--- src/rtl/mdu_pkg.sv ---
// Shared definitions for the RV32M multiply/divide sequencer: funct3 encodings,
// FSM state encoding and the decoded operation-flag record.
package mdu_pkg;

    localparam logic [2:0] F3_MUL    = 3'b000;
    localparam logic [2:0] F3_MULH   = 3'b001;
    localparam logic [2:0] F3_MULHSU = 3'b010;
    localparam logic [2:0] F3_MULHU  = 3'b011;
    localparam logic [2:0] F3_DIV    = 3'b100;
    localparam logic [2:0] F3_DIVU   = 3'b101;
    localparam logic [2:0] F3_REM    = 3'b110;
    localparam logic [2:0] F3_REMU   = 3'b111;

    typedef enum logic [1:0] {
        ST_IDLE = 2'd0,
        ST_RUN  = 2'd1,
        ST_DONE = 2'd2
    } mdu_state_e;

    typedef struct packed {
        logic signed_a;
        logic signed_b;
        logic take_high;
        logic is_div;
        logic is_rem;
    } mdu_op_t;

    // Iteration counter width: enough to hold XLEN itself without wrapping.
    function automatic int unsigned mdu_cnt_width(input int unsigned xlen);
        return $clog2(xlen) + 1;
    endfunction

endpackage

--- src/rtl/mdu_sequencer_if.sv ---
// Request/response bundle of the multiply/divide sequencer plus a debug view of its FSM.
interface mdu_sequencer_if #(parameter int XLEN = 32);
    import mdu_pkg::*;

    // start is taken only while busy=0; valid is a one-cycle pulse with result,
    // and result stays put until a later operation completes.
    logic            start;
    logic            abort;
    logic [2:0]      funct3;
    logic [XLEN-1:0] operand_a;
    logic [XLEN-1:0] operand_b;
    logic            busy;
    logic            valid;
    logic [XLEN-1:0] result;
    mdu_state_e      dbg_state;

    modport master (
        output start, abort, funct3, operand_a, operand_b,
        input  busy, valid, result, dbg_state
    );

    modport slave (
        input  start, abort, funct3, operand_a, operand_b,
        output busy, valid, result, dbg_state
    );

endinterface

--- src/rtl/mdu_op_decoder.sv ---
// Maps an RV32M funct3 to the signedness / result-selection flags used by the datapath.
module mdu_op_decoder
    import mdu_pkg::*;
(
    input  logic [2:0] funct3_i,
    output mdu_op_t    op_o
);

    always_comb begin
        op_o = '0;
        case (funct3_i)
            F3_MUL:    ;
            F3_MULH:   begin op_o.signed_a = 1'b1; op_o.signed_b = 1'b1; op_o.take_high = 1'b1; end
            F3_MULHSU: begin op_o.signed_a = 1'b1; op_o.take_high = 1'b1; end
            F3_MULHU:  op_o.take_high = 1'b1;
            F3_DIV:    begin op_o.signed_a = 1'b1; op_o.signed_b = 1'b1; op_o.is_div = 1'b1; end
            F3_DIVU:   op_o.is_div = 1'b1;
            F3_REM:    begin op_o.signed_a = 1'b1; op_o.signed_b = 1'b1; op_o.is_div = 1'b1; op_o.is_rem = 1'b1; end
            F3_REMU:   begin op_o.is_div = 1'b1; op_o.is_rem = 1'b1; end
            default:   op_o = '0;
        endcase
    end

endmodule

--- src/rtl/mdu_sequencer.sv ---
// Iterative RV32M multiply/divide unit: one bit per cycle on operand magnitudes,
// shift-add multiply and restoring divide sharing one 2*XLEN working register.
module mdu_sequencer
    import mdu_pkg::*;
#(
    parameter int XLEN         = 32,
    parameter int FAST_SPECIAL = 1
) (
    input  logic           clock,
    input  logic           reset_n,
    mdu_sequencer_if.slave bus
);

    localparam int unsigned CW = mdu_cnt_width(XLEN);
    localparam logic [CW-1:0] CNT_LAST = CW'(XLEN - 1);

    mdu_state_e        state_q;
    logic [CW-1:0]     cnt_q;
    logic [2*XLEN-1:0] p_q;
    logic [XLEN-1:0]   addend_q;
    logic              is_div_q;
    logic              is_rem_q;
    logic              take_high_q;
    logic              neg_q;
    logic              special_q;
    logic [XLEN-1:0]   special_res_q;
    logic [XLEN-1:0]   result_q;
    logic              busy_q;
    logic              valid_q;

    mdu_op_t dec_op;

    mdu_op_decoder u_dec (
        .funct3_i (bus.funct3),
        .op_o     (dec_op)
    );

    // Accept-time decode of operands
    logic            a_neg;
    logic            b_neg;
    logic [XLEN-1:0] mag_a;
    logic [XLEN-1:0] mag_b;
    logic            div_zero;
    logic            div_ovf;
    logic            div_special;
    logic [XLEN-1:0] special_res;
    logic            neg_d;

    always_comb begin
        a_neg       = dec_op.signed_a & bus.operand_a[XLEN-1];
        b_neg       = dec_op.signed_b & bus.operand_b[XLEN-1];
        mag_a       = a_neg ? -bus.operand_a : bus.operand_a;
        mag_b       = b_neg ? -bus.operand_b : bus.operand_b;
        div_zero    = dec_op.is_div && (bus.operand_b == '0);
        div_ovf     = dec_op.is_div && dec_op.signed_a
                      && (bus.operand_a == {1'b1, {(XLEN-1){1'b0}}})
                      && (bus.operand_b == '1);
        div_special = div_zero || div_ovf;
        if (div_zero) begin
            special_res = dec_op.is_rem ? bus.operand_a : '1;
        end else begin
            special_res = dec_op.is_rem ? '0 : bus.operand_a;
        end
        // Remainder takes the dividend's sign; product and quotient take the XOR.
        neg_d = dec_op.is_rem ? a_neg : (a_neg ^ b_neg);
    end

    // One iteration of the active algorithm
    logic [XLEN:0]     mul_sum;
    logic [XLEN:0]     div_sh;
    logic [XLEN:0]     div_diff;
    logic [2*XLEN-1:0] p_step;

    always_comb begin
        mul_sum  = {1'b0, p_q[2*XLEN-1:XLEN]} + (p_q[0] ? {1'b0, addend_q} : '0);
        div_sh   = p_q[2*XLEN-1:XLEN-1];
        div_diff = div_sh - {1'b0, addend_q};
        if (is_div_q) begin
            if (!div_diff[XLEN]) begin
                p_step = {div_diff[XLEN-1:0], p_q[XLEN-2:0], 1'b1};
            end else begin
                p_step = {div_sh[XLEN-1:0], p_q[XLEN-2:0], 1'b0};
            end
        end else begin
            p_step = {mul_sum, p_q[XLEN-1:1]};
        end
    end

    // Sign fixup applied to the final iteration's value on DONE entry
    logic [2*XLEN-1:0] prod_fix;
    logic [XLEN-1:0]   div_val;
    logic [XLEN-1:0]   fix_res;

    always_comb begin
        prod_fix = neg_q ? -p_step : p_step;
        div_val  = is_rem_q ? p_step[2*XLEN-1:XLEN] : p_step[XLEN-1:0];
        if (special_q) begin
            fix_res = special_res_q;
        end else if (is_div_q) begin
            fix_res = neg_q ? -div_val : div_val;
        end else begin
            fix_res = take_high_q ? prod_fix[2*XLEN-1:XLEN] : prod_fix[XLEN-1:0];
        end
    end

    always_ff @(posedge clock or negedge reset_n) begin
        if (!reset_n) begin
            state_q       <= ST_IDLE;
            cnt_q         <= '0;
            p_q           <= '0;
            addend_q      <= '0;
            is_div_q      <= 1'b0;
            is_rem_q      <= 1'b0;
            take_high_q   <= 1'b0;
            neg_q         <= 1'b0;
            special_q     <= 1'b0;
            special_res_q <= '0;
            result_q      <= '0;
            busy_q        <= 1'b0;
            valid_q       <= 1'b0;
        end else begin
            valid_q <= 1'b0;
            case (state_q)
                ST_IDLE: begin
                    if (bus.start && !bus.abort) begin
                        is_div_q      <= dec_op.is_div;
                        is_rem_q      <= dec_op.is_rem;
                        take_high_q   <= dec_op.take_high;
                        neg_q         <= neg_d;
                        special_q     <= div_special;
                        special_res_q <= special_res;
                        addend_q      <= dec_op.is_div ? mag_b : mag_a;
                        p_q           <= {{XLEN{1'b0}}, (dec_op.is_div ? mag_a : mag_b)};
                        cnt_q         <= '0;
                        busy_q        <= 1'b1;
                        if ((FAST_SPECIAL != 0) && div_special) begin
                            state_q  <= ST_DONE;
                            valid_q  <= 1'b1;
                            result_q <= special_res;
                        end else begin
                            state_q <= ST_RUN;
                        end
                    end
                end
                ST_RUN: begin
                    if (bus.abort) begin
                        state_q <= ST_IDLE;
                        busy_q  <= 1'b0;
                        cnt_q   <= '0;
                    end else begin
                        p_q <= p_step;
                        if (cnt_q == CNT_LAST) begin
                            state_q  <= ST_DONE;
                            valid_q  <= 1'b1;
                            result_q <= fix_res;
                            cnt_q    <= '0;
                        end else begin
                            cnt_q <= cnt_q + CW'(1);
                        end
                    end
                end
                ST_DONE: begin
                    state_q <= ST_IDLE;
                    busy_q  <= 1'b0;
                end
                default: begin
                    state_q <= ST_IDLE;
                    busy_q  <= 1'b0;
                    cnt_q   <= '0;
                end
            endcase
        end
    end

    assign bus.busy      = busy_q;
    assign bus.valid     = valid_q;
    assign bus.result    = result_q;
    assign bus.dbg_state = state_q;

endmodule

--- src/flat_wrapper.sv ---
// flat-port wrapper written by rule: the top's interface ports become plain ports
module mdu_sequencer_flat import mdu_pkg::*;
#(
    parameter int XLEN         = 32,
    parameter int FAST_SPECIAL = 1
)
  (clock, reset_n, bus_start, bus_abort, bus_funct3, bus_operand_a, bus_operand_b, bus_busy, bus_valid, bus_result, bus_dbg_state);
  mdu_sequencer_if #(.XLEN(XLEN)) bus_i ();
  input  logic clock;
  input  logic reset_n;
  input wire logic [$bits(bus_i.start)-1:0] bus_start;
  input wire logic [$bits(bus_i.abort)-1:0] bus_abort;
  input wire logic [$bits(bus_i.funct3)-1:0] bus_funct3;
  input wire logic [$bits(bus_i.operand_a)-1:0] bus_operand_a;
  input wire logic [$bits(bus_i.operand_b)-1:0] bus_operand_b;
  output wire logic [$bits(bus_i.busy)-1:0] bus_busy;
  output wire logic [$bits(bus_i.valid)-1:0] bus_valid;
  output wire logic [$bits(bus_i.result)-1:0] bus_result;
  output wire logic [$bits(bus_i.dbg_state)-1:0] bus_dbg_state;
  assign bus_i.start = bus_start;
  assign bus_i.abort = bus_abort;
  assign bus_i.funct3 = bus_funct3;
  assign bus_i.operand_a = bus_operand_a;
  assign bus_i.operand_b = bus_operand_b;
  assign bus_busy = bus_i.busy;
  assign bus_valid = bus_i.valid;
  assign bus_result = bus_i.result;
  assign bus_dbg_state = bus_i.dbg_state;
  mdu_sequencer #(.XLEN(XLEN), .FAST_SPECIAL(FAST_SPECIAL)) u_core (.clock(clock), .reset_n(reset_n), .bus(bus_i));
endmodule
--- config.mk ---
export PLATFORM = sky130hd
export DESIGN_NAME = mdu_sequencer_flat
export DESIGN_NICKNAME = d
export VERILOG_FILES = /design/src/rtl/mdu_pkg.sv /design/src/rtl/mdu_sequencer_if.sv /design/src/rtl/mdu_op_decoder.sv /design/src/rtl/mdu_sequencer.sv /design/src/flat_wrapper.sv
export SDC_FILE = /design/constraint.sdc
export NUM_CORES = 1
export LEC_CHECK = 0
export BUFFER_PORTS_ARGS = -buffer_cell sky130_fd_sc_hd__buf_4
export CORE_ASPECT_RATIO = 0.8
export CORE_UTILIZATION = 25
export CTS_BUF_LIST = sky130_fd_sc_hd__clkbuf_4
export DETAILED_ROUTE_END_ITERATION = 8
export PLACE_DENSITY = 0.39
export SKIP_CTS_REPAIR_TIMING = 1
export SYNTH_ARGS = -nofsm -noshare
export SYNTH_HDL_FRONTEND = slang
export SYNTH_SLANG_ARGS = --single-unit
--- constraint.sdc ---
create_clock -name clock -period 4.7 [get_ports clock]
set_input_delay 0.94 -clock clock [delete_from_list [all_inputs] [get_ports clock]]
set_output_delay 0.94 -clock clock [all_outputs]
set_load 0.02 [all_outputs]
* After elaboration in Yosys (flattened, before gate mapping)
Index checks and enable logic that the tools add are counted.
** Storage, ports and cells
- Flip-flop bits (word level) :: 175
- Input bits :: 71
- Output and inout port bits :: 36
- Logic and storage cells :: 110
** Operators by class
- $add $sub $neg :: 7
- Equality and inequality tests :: 18
- Muxes and demuxes :: 47
- Bitwise operators :: 4
- Reduce and logical (&&, ||, !) cells :: 21
** Operators by type and width (number)
- $mux 32 :: 17
- $mux 64 :: 5
- $pmux 64 s2 :: 1
- $neg 32->32 :: 3
- $eq 32x32->1 const B :: 2
- $neg 64->64 :: 1
- $pmux 32 s2 :: 1
- $add 32x33->33 :: 1
- $sub 33x32->33 :: 1
- $logic_not 32->1 :: 1
- $mux 6 :: 3
- $pmux 6 s3 :: 1
- $eq 3x3->1 const B :: 4
- $mux 1 :: 12
- $mux 2 :: 4
- $reduce_and 2->1 :: 4
- $reduce_or 4->1 :: 2
- $add 6x1->6 const B :: 1
- $eq 3x2->1 const B :: 2
- $eq 6x5->1 const B :: 1
- $ne 2x1->1 const B :: 3
- $reduce_or 3->1 :: 2
- $logic_and 1x1->1 :: 5
- $reduce_and 5->1 :: 1
- other kinds (16) :: 19

* Logic depth before layout (Yosys ltp)
Gate-level depths: netlist (run 1).
- Depth after elaboration :: 11
- Mapped depth :: 23
- Depth with buffers taken out :: 22

* Hierarchy
Synthesis (run 1) repeated with hierarchy kept, for this count alone.
** Unflattened totals
- Cell total of the unflattened synthesis :: 2650
- Area, all modules :: 19399.9 um^2
** By module, submodules not included
- mdu_sequencer :: instances 1, cells an instance 2643, area each 19351.1 um^2, seq. area each 4379.2 um^2
- mdu_op_decoder :: instances 1, cells an instance 7, area each 48.8 um^2, seq. area each 0.0 um^2

* Worst setup path before layout (run 1)
OpenSTA, ideal clock, no wires.
- Path type :: register to register
- From :: reg u_core.p_q[31]
- To :: reg u_core.result_q[24], in the netlist u_core.bus.result[24]
- Library setup time :: 0.139 ns
- Arrival :: 5.030 ns
- Data required time :: 4.561 ns
- Path slack :: -0.468 ns
- Cell stages (with the launch flop) :: 24
- Path buffers :: 2
- Period minus slack after synthesis :: 5.168 ns
- Path through :: dfrtp_1 -> inv_1 -> ha_1 -> fa_1 -> nand2b_1 -> a21o_1 -> and3_1 -> nor3_2 -> o21ai_2 -> buf_2 -> nand3_1 -> a21boi_0 -> ha_1 -> o211ai_1 -> nor2_1 -> nand4b_1 -> nor4_1 -> nand2_1 -> or4_1 -> buf_4 -> nor3_1 -> mux2_1 -> o211ai_1 -> a221oi_2
** Between the ends
- Word-level cells in the longest chain between the ends :: 11
- Elaborated cells between the ends (all ways) :: 14
- Classes of those cells :: add/sub: 3; mux: 11
** Ends and longest elaborated chain
- start: declaration :: RTL line mdu_sequencer.sv:19 : logic [2*XLEN-1:0] p_q;
- start signal: assignment :: RTL line mdu_sequencer.sv:133 : p_q <= {{XLEN{1'b0}}, (dec_op.is_div ? mag_a : mag_b)};
- start signal: assignment :: RTL line mdu_sequencer.sv:151 : p_q <= p_step;
- $sub 33x32->33 :: RTL line mdu_sequencer.sv:77 : div_diff = div_sh - {1'b0, addend_q};
- $mux 64 :: RTL line mdu_sequencer.sv:79 : if (!div_diff[XLEN]) begin
- $mux 64 * :: RTL line mdu_sequencer.sv:78 : if (is_div_q) begin
- $neg 64->64 or $mux 32 (tied branches) :: RTL line mdu_sequencer.sv:95, mdu_sequencer.sv:96
- $mux 64 or $neg 32->32 (tied branches) :: RTL line mdu_sequencer.sv:95, mdu_sequencer.sv:100
- $mux 32 (on tied branches) :: RTL line mdu_sequencer.sv:102, mdu_sequencer.sv:100
- $mux 32 * :: RTL line mdu_sequencer.sv:99 : end else if (is_div_q) begin
- $mux 32 * :: RTL line mdu_sequencer.sv:97 : if (special_q) begin
- $mux 32 * :: RTL line mdu_sequencer.sv:152 : if (cnt_q == CNT_LAST) begin
- $mux 32 * :: RTL line mdu_sequencer.sv:146 : if (bus.abort) begin
- $pmux 32 s2 * :: RTL line mdu_sequencer.sv:123 : case (state_q)
- end signal: assignment :: RTL line mdu_sequencer.sv:139 : result_q <= special_res;
- end signal: assignment :: RTL line mdu_sequencer.sv:155 : result_q <= fix_res;
- end: declaration :: RTL line mdu_sequencer.sv:27 : logic [XLEN-1:0] result_q;
Every way passes the cells marked *; elsewhere a longest branch is shown, timed or not. The select of a mux whose other input is x is not followed.
A chain may end at the register's enable or synchronous reset.

* Worst setup path in the final report (run 1)
- From :: reg u_core.addend_q[24]
- To :: reg u_core.result_q[20], in the netlist u_core.bus.result[20]
** Between the ends
- Word-level cells in the longest chain between the ends :: 11
- Elaborated cells between the ends (all ways) :: 14
- Classes of those cells :: add/sub: 3; mux: 11
** Ends and longest elaborated chain
- start: declaration :: RTL line mdu_sequencer.sv:20 : logic [XLEN-1:0] addend_q;
- start signal: assignment :: RTL line mdu_sequencer.sv:132 : addend_q <= dec_op.is_div ? mag_b : mag_a;
- $sub 33x32->33 * :: RTL line mdu_sequencer.sv:77
- $mux 64 * :: RTL line mdu_sequencer.sv:79
- $mux 64 * :: RTL line mdu_sequencer.sv:78
- $neg 64->64 or $mux 32 (tied branches) :: RTL line mdu_sequencer.sv:95, mdu_sequencer.sv:96
- $mux 64 or $neg 32->32 (tied branches) :: RTL line mdu_sequencer.sv:95, mdu_sequencer.sv:100
- $mux 32 (on tied branches) :: RTL line mdu_sequencer.sv:102, mdu_sequencer.sv:100
- $mux 32 * :: RTL line mdu_sequencer.sv:99
- $mux 32 * :: RTL line mdu_sequencer.sv:97
- $mux 32 * :: RTL line mdu_sequencer.sv:152
- $mux 32 * :: RTL line mdu_sequencer.sv:146
- $pmux 32 s2 * :: RTL line mdu_sequencer.sv:123
Marks and branches as above.

==> flow_metrics.tcl, run 1 <==
set metrics [dict create \
    die_w_um 312 \
    core_area_um2 75700 \
    slew_viol_final 0 \
    layout.nets 3257 \
    vias 23302 \
    p_total_mw 16.6 \
    clk_pin_slew_worst_paths_ns 0.19 \
    die_area_um2 78000 \
    synth_seq_cells 175 \
    min_period_ns 5.00 \
    holdWs_ns 0.0746 \
    hold_viol 0 \
    initial_utilization 0.254 \
    grt_util_all_layers 0.283 \
    yosys_warnings 0 \
    post-route-period-util 1.06 \
    antenna_found_initial 6 \
    cts_root_buf "clkbuf_4" \
    num_rows 90 \
    globalplace.congestion 0.981 \
    required_ns 5.44 \
    crit_fanout 8 \
    status "finished with violations" \
    ios 107 \
    post_drt_wl_per_cell_um 27.2 \
    cts.sinks 175 \
    grt_pass1_wl_mm 161 \
    cts_made_buffers 17 \
    netlist_area_um2 19200 \
    grt_start_max_net_pins 93 \
    p_leak_nw 11.0 \
    synth_cell_types 105 \
    final_cell_mix "buf_4 (629), nand2_1 (318), o21ai_0 (254)" \
    slew_headroom 0.173 \
    synthCells 2618 \
    worst_slew_pin_slew_ns 1.21 \
    placedCellCount 4077 \
    power.density_nw_per_um2 633 \
    grt-ovfl-total 0 \
    finClkSkew_ns 0.0451 \
    drv_cap 0 \
    final_common_cell "buf_4" \
    ys.flop_type "dfrtp_1" \
    yosysSeqAreaShare 0.228 \
    dr.pass1.iters 6 \
    syn_to_final_growth_pct 36.6 \
    route.detailed.drc 0 \
    async_reset_ff_frac 1.00 \
    io_buffers 106 \
    via_per_inst 5.62 \
    synth-edff-count 0 \
    setup_viol 15 \
    antenna_left 0 \
    fin_ws_ns -0.299 \
    clk_latency_ns 0.85 \
    clockBufferDepth 2 \
    postSynthAreaPerCell_um2 7.34 \
    end_kind "flop" \
    violations "negative setup slack" \
    layoutNonFillerInstCount 4144 \
    wl_mm 113 \
    grt_pass1_vias 22185 \
    fmax_mhz 200 \
    drt_iter0_drc 2489 \
    hpwl_mm 90.9 \
    rsz0062_at_grt "true" \
    critPathLaunchType "flop" \
    drive_above_1_share 0.291 \
    syn-num-nets 2761 \
    cts_tree "yes" \
    critical_path_class "flop to flop" \
    cts_max_level 4 \
    die_y_um 250 \
    ir_drop_mv 0.266 \
    hold_class "input port to asynchronous set/reset pin" \
    worstPathArrival_ns 5.74 \
]
## cell type report
class	count	area [um^2]
Sequential cell	175	4390
Timing Repair Buffer	656	5140
Tap cell	1012	1270
Multi-Input combinational cell	2195	14900
Inverter	69	259
Antenna cell	5	12.5
Fill cell	8190	49400
Clock inverter	14	150
Clock buffer	18	135
## final timing paths
path | start | to | slack [ns] | cells past startpoint
setup / recovery | u_core.addend_q[24]$_DFFE_PN0P_ | u_core.bus.result[20]$_DFFE_PN0P_ | -0.30 | 22
hold / removal | reset_n | u_core.addend_q[27]$_DFFE_PN0P_ | 0.07 | 1
setup reg to reg | u_core.addend_q[24]$_DFFE_PN0P_ | u_core.bus.result[20]$_DFFE_PN0P_ | -0.30 | 22
hold reg to reg | u_core.special_res_q[5]$_DFFE_PN0P_ | u_core.special_res_q[5]$_DFFE_PN0P_ | 0.50 | 2
max in group asynchronous | reset_n | u_core.is_div_q$_DFFE_PN0P_ | 3.54 | 2
min in group clock | bus_funct3[1] | u_core.is_rem_q$_DFFE_PN0P_ | 0.41 | 3
## metal layers
metal / global-route usage / vias up / share of wire
li1: - / 10711 / -
met1: 0.422 / 11549 / 0.48
met2: 0.404 / 935 / 0.41
met3: 0.0582 / 107 / 0.082
met4: 0.0803 / 0 / 0.024
met5: 0 / - / 0
## cell usage after synthesis, drive strengths merged (9+ instances only)
cell,number,share of area
o21bai,9,0.0035
o211ai,50,0.020
buf,44,0.011
inv,66,0.013
nor3,84,0.023
nand2,323,0.063
xor2,73,0.033
or4,11,0.0045
o21a,15,0.0059
o31ai,45,0.018
a311oi,10,0.0046
nand2b,22,0.0072
o22ai,11,0.0036
dfrtp,175,0.23
or3,34,0.011
a31oi,49,0.017
clkbuf,135,0.026
a2111oi,9,0.0044
mux2i,60,0.031
nand3,95,0.025
and2,53,0.017
xnor2,102,0.047
mux2,17,0.010
o41ai,12,0.0072
ha,70,0.046
nor2,213,0.042
and3,13,0.0042
nor2b,13,0.0042
o2111ai,13,0.0063
o21ai,287,0.075
a211oi,25,0.010
nand4,47,0.018
a21o,18,0.0070
o221ai,36,0.016
a221oi,15,0.0072
a21oi,196,0.053
nor4,21,0.0084
nor3b,10,0.0042
## power by group
group	internal, mW	switching [mW]
clock network	0.288	0.743
registers	1.83	0.405
logic	5.50	7.85
## metrics by stage
step	worst slack [ns]	instance area, um^2	util	TNS [ns]
floorplan	-0.0619	19300	-	-0.0976
global placement	-0.568	24700	0.327	-6.86
detailed placement	-0.585	24700	0.327	-5.98
CTS	-0.648	25000	0.330	-6.78
global route	-0.494	26200	0.347	-5.17
finish	-0.299	26200	0.347	-1.86
## critical path: stages, from the launching register on
cell and delay [ns]:
dfrtp_1 0.39, inv_1 0.07, ha_1 0.32, and4_4 0.18
and2_4 0.17, buf_4 0.14, a21oi_4 0.21, o211a_1 0.24
nand3_2 0.13, nand3_4 0.11, a21boi_4 0.19, ha_2 0.20
o211ai_1 0.11, nor2_1 0.17, nand4b_1 0.22, nor4_4 0.42
nand2_1 0.09, or4_4 0.50, buf_12 0.17, o31ai_4 0.22
xor2_1 0.11, a221oi_2 0.39, o21ai_1 0.14
## kinds of logic (layout without fill, tap and decap cells)
family                     count (synthesis)  after routing  synth area share
and+or+nand+nor                          979            979             0.249
AOI/OAI and AO/OA                        892            892             0.303
adders and majority gates                 72             72            0.0477
DFF                                      175            175             0.228
muxes                                     77             77            0.0412
buffers and inverters                    248            757            0.0511
xor gates and xnor gates                 175            175            0.0798
other                                      0              5                 0
## flip-flops by register name (all words and copies together) (netlist names), 2 cells and up
name                  flops
u_core.addend_q          32
u_core.bus.dbg_state      2
u_core.bus.result        32
u_core.cnt_q              6
u_core.p_q               64
u_core.special_res_q     32
Power figures use the tool's default switching activity.
==> inputs of run 2 (changes only) <==
--- a/config.mk
+++ b/config.mk
@@ -5,12 +5,13 @@
 export SDC_FILE = /design/constraint.sdc
 export NUM_CORES = 1
 export LEC_CHECK = 0
-export BUFFER_PORTS_ARGS = -buffer_cell sky130_fd_sc_hd__buf_4
 export CORE_ASPECT_RATIO = 0.8
-export CORE_UTILIZATION = 25
+export CORE_UTILIZATION = 32
 export CTS_BUF_LIST = sky130_fd_sc_hd__clkbuf_4
 export DETAILED_ROUTE_END_ITERATION = 8
-export PLACE_DENSITY = 0.39
+export DONT_BUFFER_PORTS = 1
+export GPL_TIMING_DRIVEN = 0
+export PLACE_DENSITY = 0.45
 export SKIP_CTS_REPAIR_TIMING = 1
 export SYNTH_ARGS = -nofsm -noshare
 export SYNTH_HDL_FRONTEND = slang
==> flow_metrics.tcl, run 2 (synthesized netlist as in run 1, its figures left out) <==
set metrics [dict create \
    p_leak_nw 8.58 \
    crit_start "u_core.p_q[47]$_DFFE_PN0P_" \
    grt_start_max_net_pins 176 \
    largest_reg_flops 64 \
    clk_latency_ns 0.84 \
    core_area_um2 58700 \
    clockBufferDepth 2 \
    ios 107 \
    rr_startpoint "u_core.p_q[47]$_DFFE_PN0P_" \
    cts_made_buffers 17 \
    antenna_found_initial 7 \
    min_period_ns 5.54 \
    end_kind "flop" \
    hpwl_mm 96.6 \
    post-route-period-util 1.18 \
    die_area_um2 61000 \
    wl_mm 119 \
    worst_slew_pin_slew_ns 1.34 \
    setup_viol 30 \
    slew_viol_final 0 \
    crit_fanout 8 \
    hold_viol 0 \
    top_register "u_core.p_q" \
    fmax_mhz 181 \
    drive_above_1_share 0.157 \
    layout.nets 2847 \
    num_rows 79 \
    dpl_cell_area_um2 20300 \
    critPathLaunchType "flop" \
    seq_area_um2 4410 \
    path_cells "ha_2, nand2_2, nor2_2, nand4_4, o211ai_4, o21ai_4, buf_6, nand3_4, a21boi_4, ha_4, o211ai_1, nor2_2, nand4b_1, nor4_4, nand2_1, or4_4, buf_12, nor3_4, mux2_4, o211ai_1, a221oi_2" \
    hold_class "input port to asynchronous set/reset pin" \
    die_w_um 276 \
    cts.sinks 175 \
    globalplace.congestion 1.06 \
    final_cell_mix "nand2_1 (317), o21ai_0 (249), nor2_1 (208)" \
    final_common_cell "nand2_1" \
    post_drt_wl_per_cell_um 34.0 \
    fin_ws_ns -0.837 \
    cts_root_buf "clkbuf_4" \
    dr.pass1.iters 6 \
    io_buffers 0 \
    slew_headroom 0.0994 \
    drt_iter0_drc 3396 \
    clk_pin_slew_worst_paths_ns 0.23 \
    required_ns 5.37 \
    grt_pass1_vias 20440 \
    vias 23094 \
    initial_utilization 0.327 \
    route.detailed.drc 0 \
    p_total_mw 15.5 \
    syn_to_final_growth_pct 17.1 \
    slowest_delay_ns 0.57 \
    placedCellCount 3389 \
    cts_max_level 4 \
    ir_drop_mv 0.302 \
    via_per_inst 6.62 \
    die_y_um 221 \
    worstPathArrival_ns 6.21 \
    grt-ovfl-total 0 \
    layoutNonFillerInstCount 3490 \
    rsz0062_at_grt "true" \
    drv_cap 0 \
    slowest_stage "dfrtp_1" \
    fillers 6252 \
    power.density_nw_per_um2 690 \
    cts_tree "yes" \
    status "finished with violations" \
    final_area_um2 22500 \
    antenna_left 0 \
    violations "negative setup slack" \
    multi_input_area_um2 15200 \
    critical_path_class "flop to flop" \
    grt_pass1_wl_mm 161 \
    finClkSkew_ns 0.0761 \
    grt_util_all_layers 0.377 \
]
run 2: changes by cell type in the layout (fill, tap and decap cells not counted), moves of 12 or more:
cell and change:
buf_4 -559, clkbuf_1 +115, dfrtp_2 +21, dfrtp_1 -20, buf_2 +18, clkbuf_2 +12
mux2i_1 -12
run 2: critical path, delay by kind of cell, from the launching register on:
family          cells  cell delay [ns]
fa+ha+maj           2             0.72
compound gates      6             1.27
flops               1             0.57
simple gates       10             2.15
buf+inv             2             0.37
mux                 1             0.31
run 2: stage by stage:
| step | hold slack, ns | TNS (ns) | util | setup slack, ns |
|---|---|---|---|---|
| floorplan | 0.441 | -0.0976 | - | -0.0619 |
| global placement | 0.458 | -63.00 | 0.345 | -2.20 |
| detailed placement | 0.464 | -59.06 | 0.346 | -2.13 |
| CTS | -0.274 | -59.60 | 0.350 | -2.17 |
| global route | 0.190 | -13.29 | 0.383 | -0.889 |
| finish | 0.122 | -12.38 | 0.383 | -0.837 |
run 2: routing by layer:
| metal | vias to the layer above | global-route usage | share of wire |
|---|---|---|---|
| met1 | 11543 | 0.569 | 0.45 |
| met3 | 195 | 0.118 | 0.13 |
| li1 | 9886 | - | - |
| met5 | - | 0 | 0.00017 |
| met2 | 1468 | 0.495 | 0.39 |
| met4 | 2 | 0.117 | 0.034 |
run 2: layout make-up:
type,instances,area share
Clock buffer,18,0.00601
Sequential cell,175,0.196
Buffer,173,0.0366
Inverter,69,0.0116
Timing Repair Buffer,73,0.0261
Tap cell,769,0.0428
Clock inverter,14,0.00662
Multi-Input combinational cell,2195,0.674
Antenna cell,4,0.000445
run 2: path summary, 6_finish.rpt:
check	to	slack (ns)	depth (start not counted)
hold reg to reg	u_core.special_res_q[5]$_DFFE_PN0P_	0.50	2
setup / recovery	u_core.bus.result[24]$_DFFE_PN0P_	-0.84	21
setup reg to reg	u_core.bus.result[24]$_DFFE_PN0P_	-0.84	21
hold / removal	u_core.p_q[62]$_DFFE_PN0P_	0.12	1
min in group clock	u_core.bus.busy$_DFFE_PN0P_	0.41	3
max in group asynchronous	u_core.addend_q[31]$_DFFE_PN0P_	3.65	1
run 2: power by group:
group | internal (mW) | switching (mW)
Combinational | 3.81 | 8.22
Clock | 0.290 | 0.741
Sequential | 1.84 | 0.629
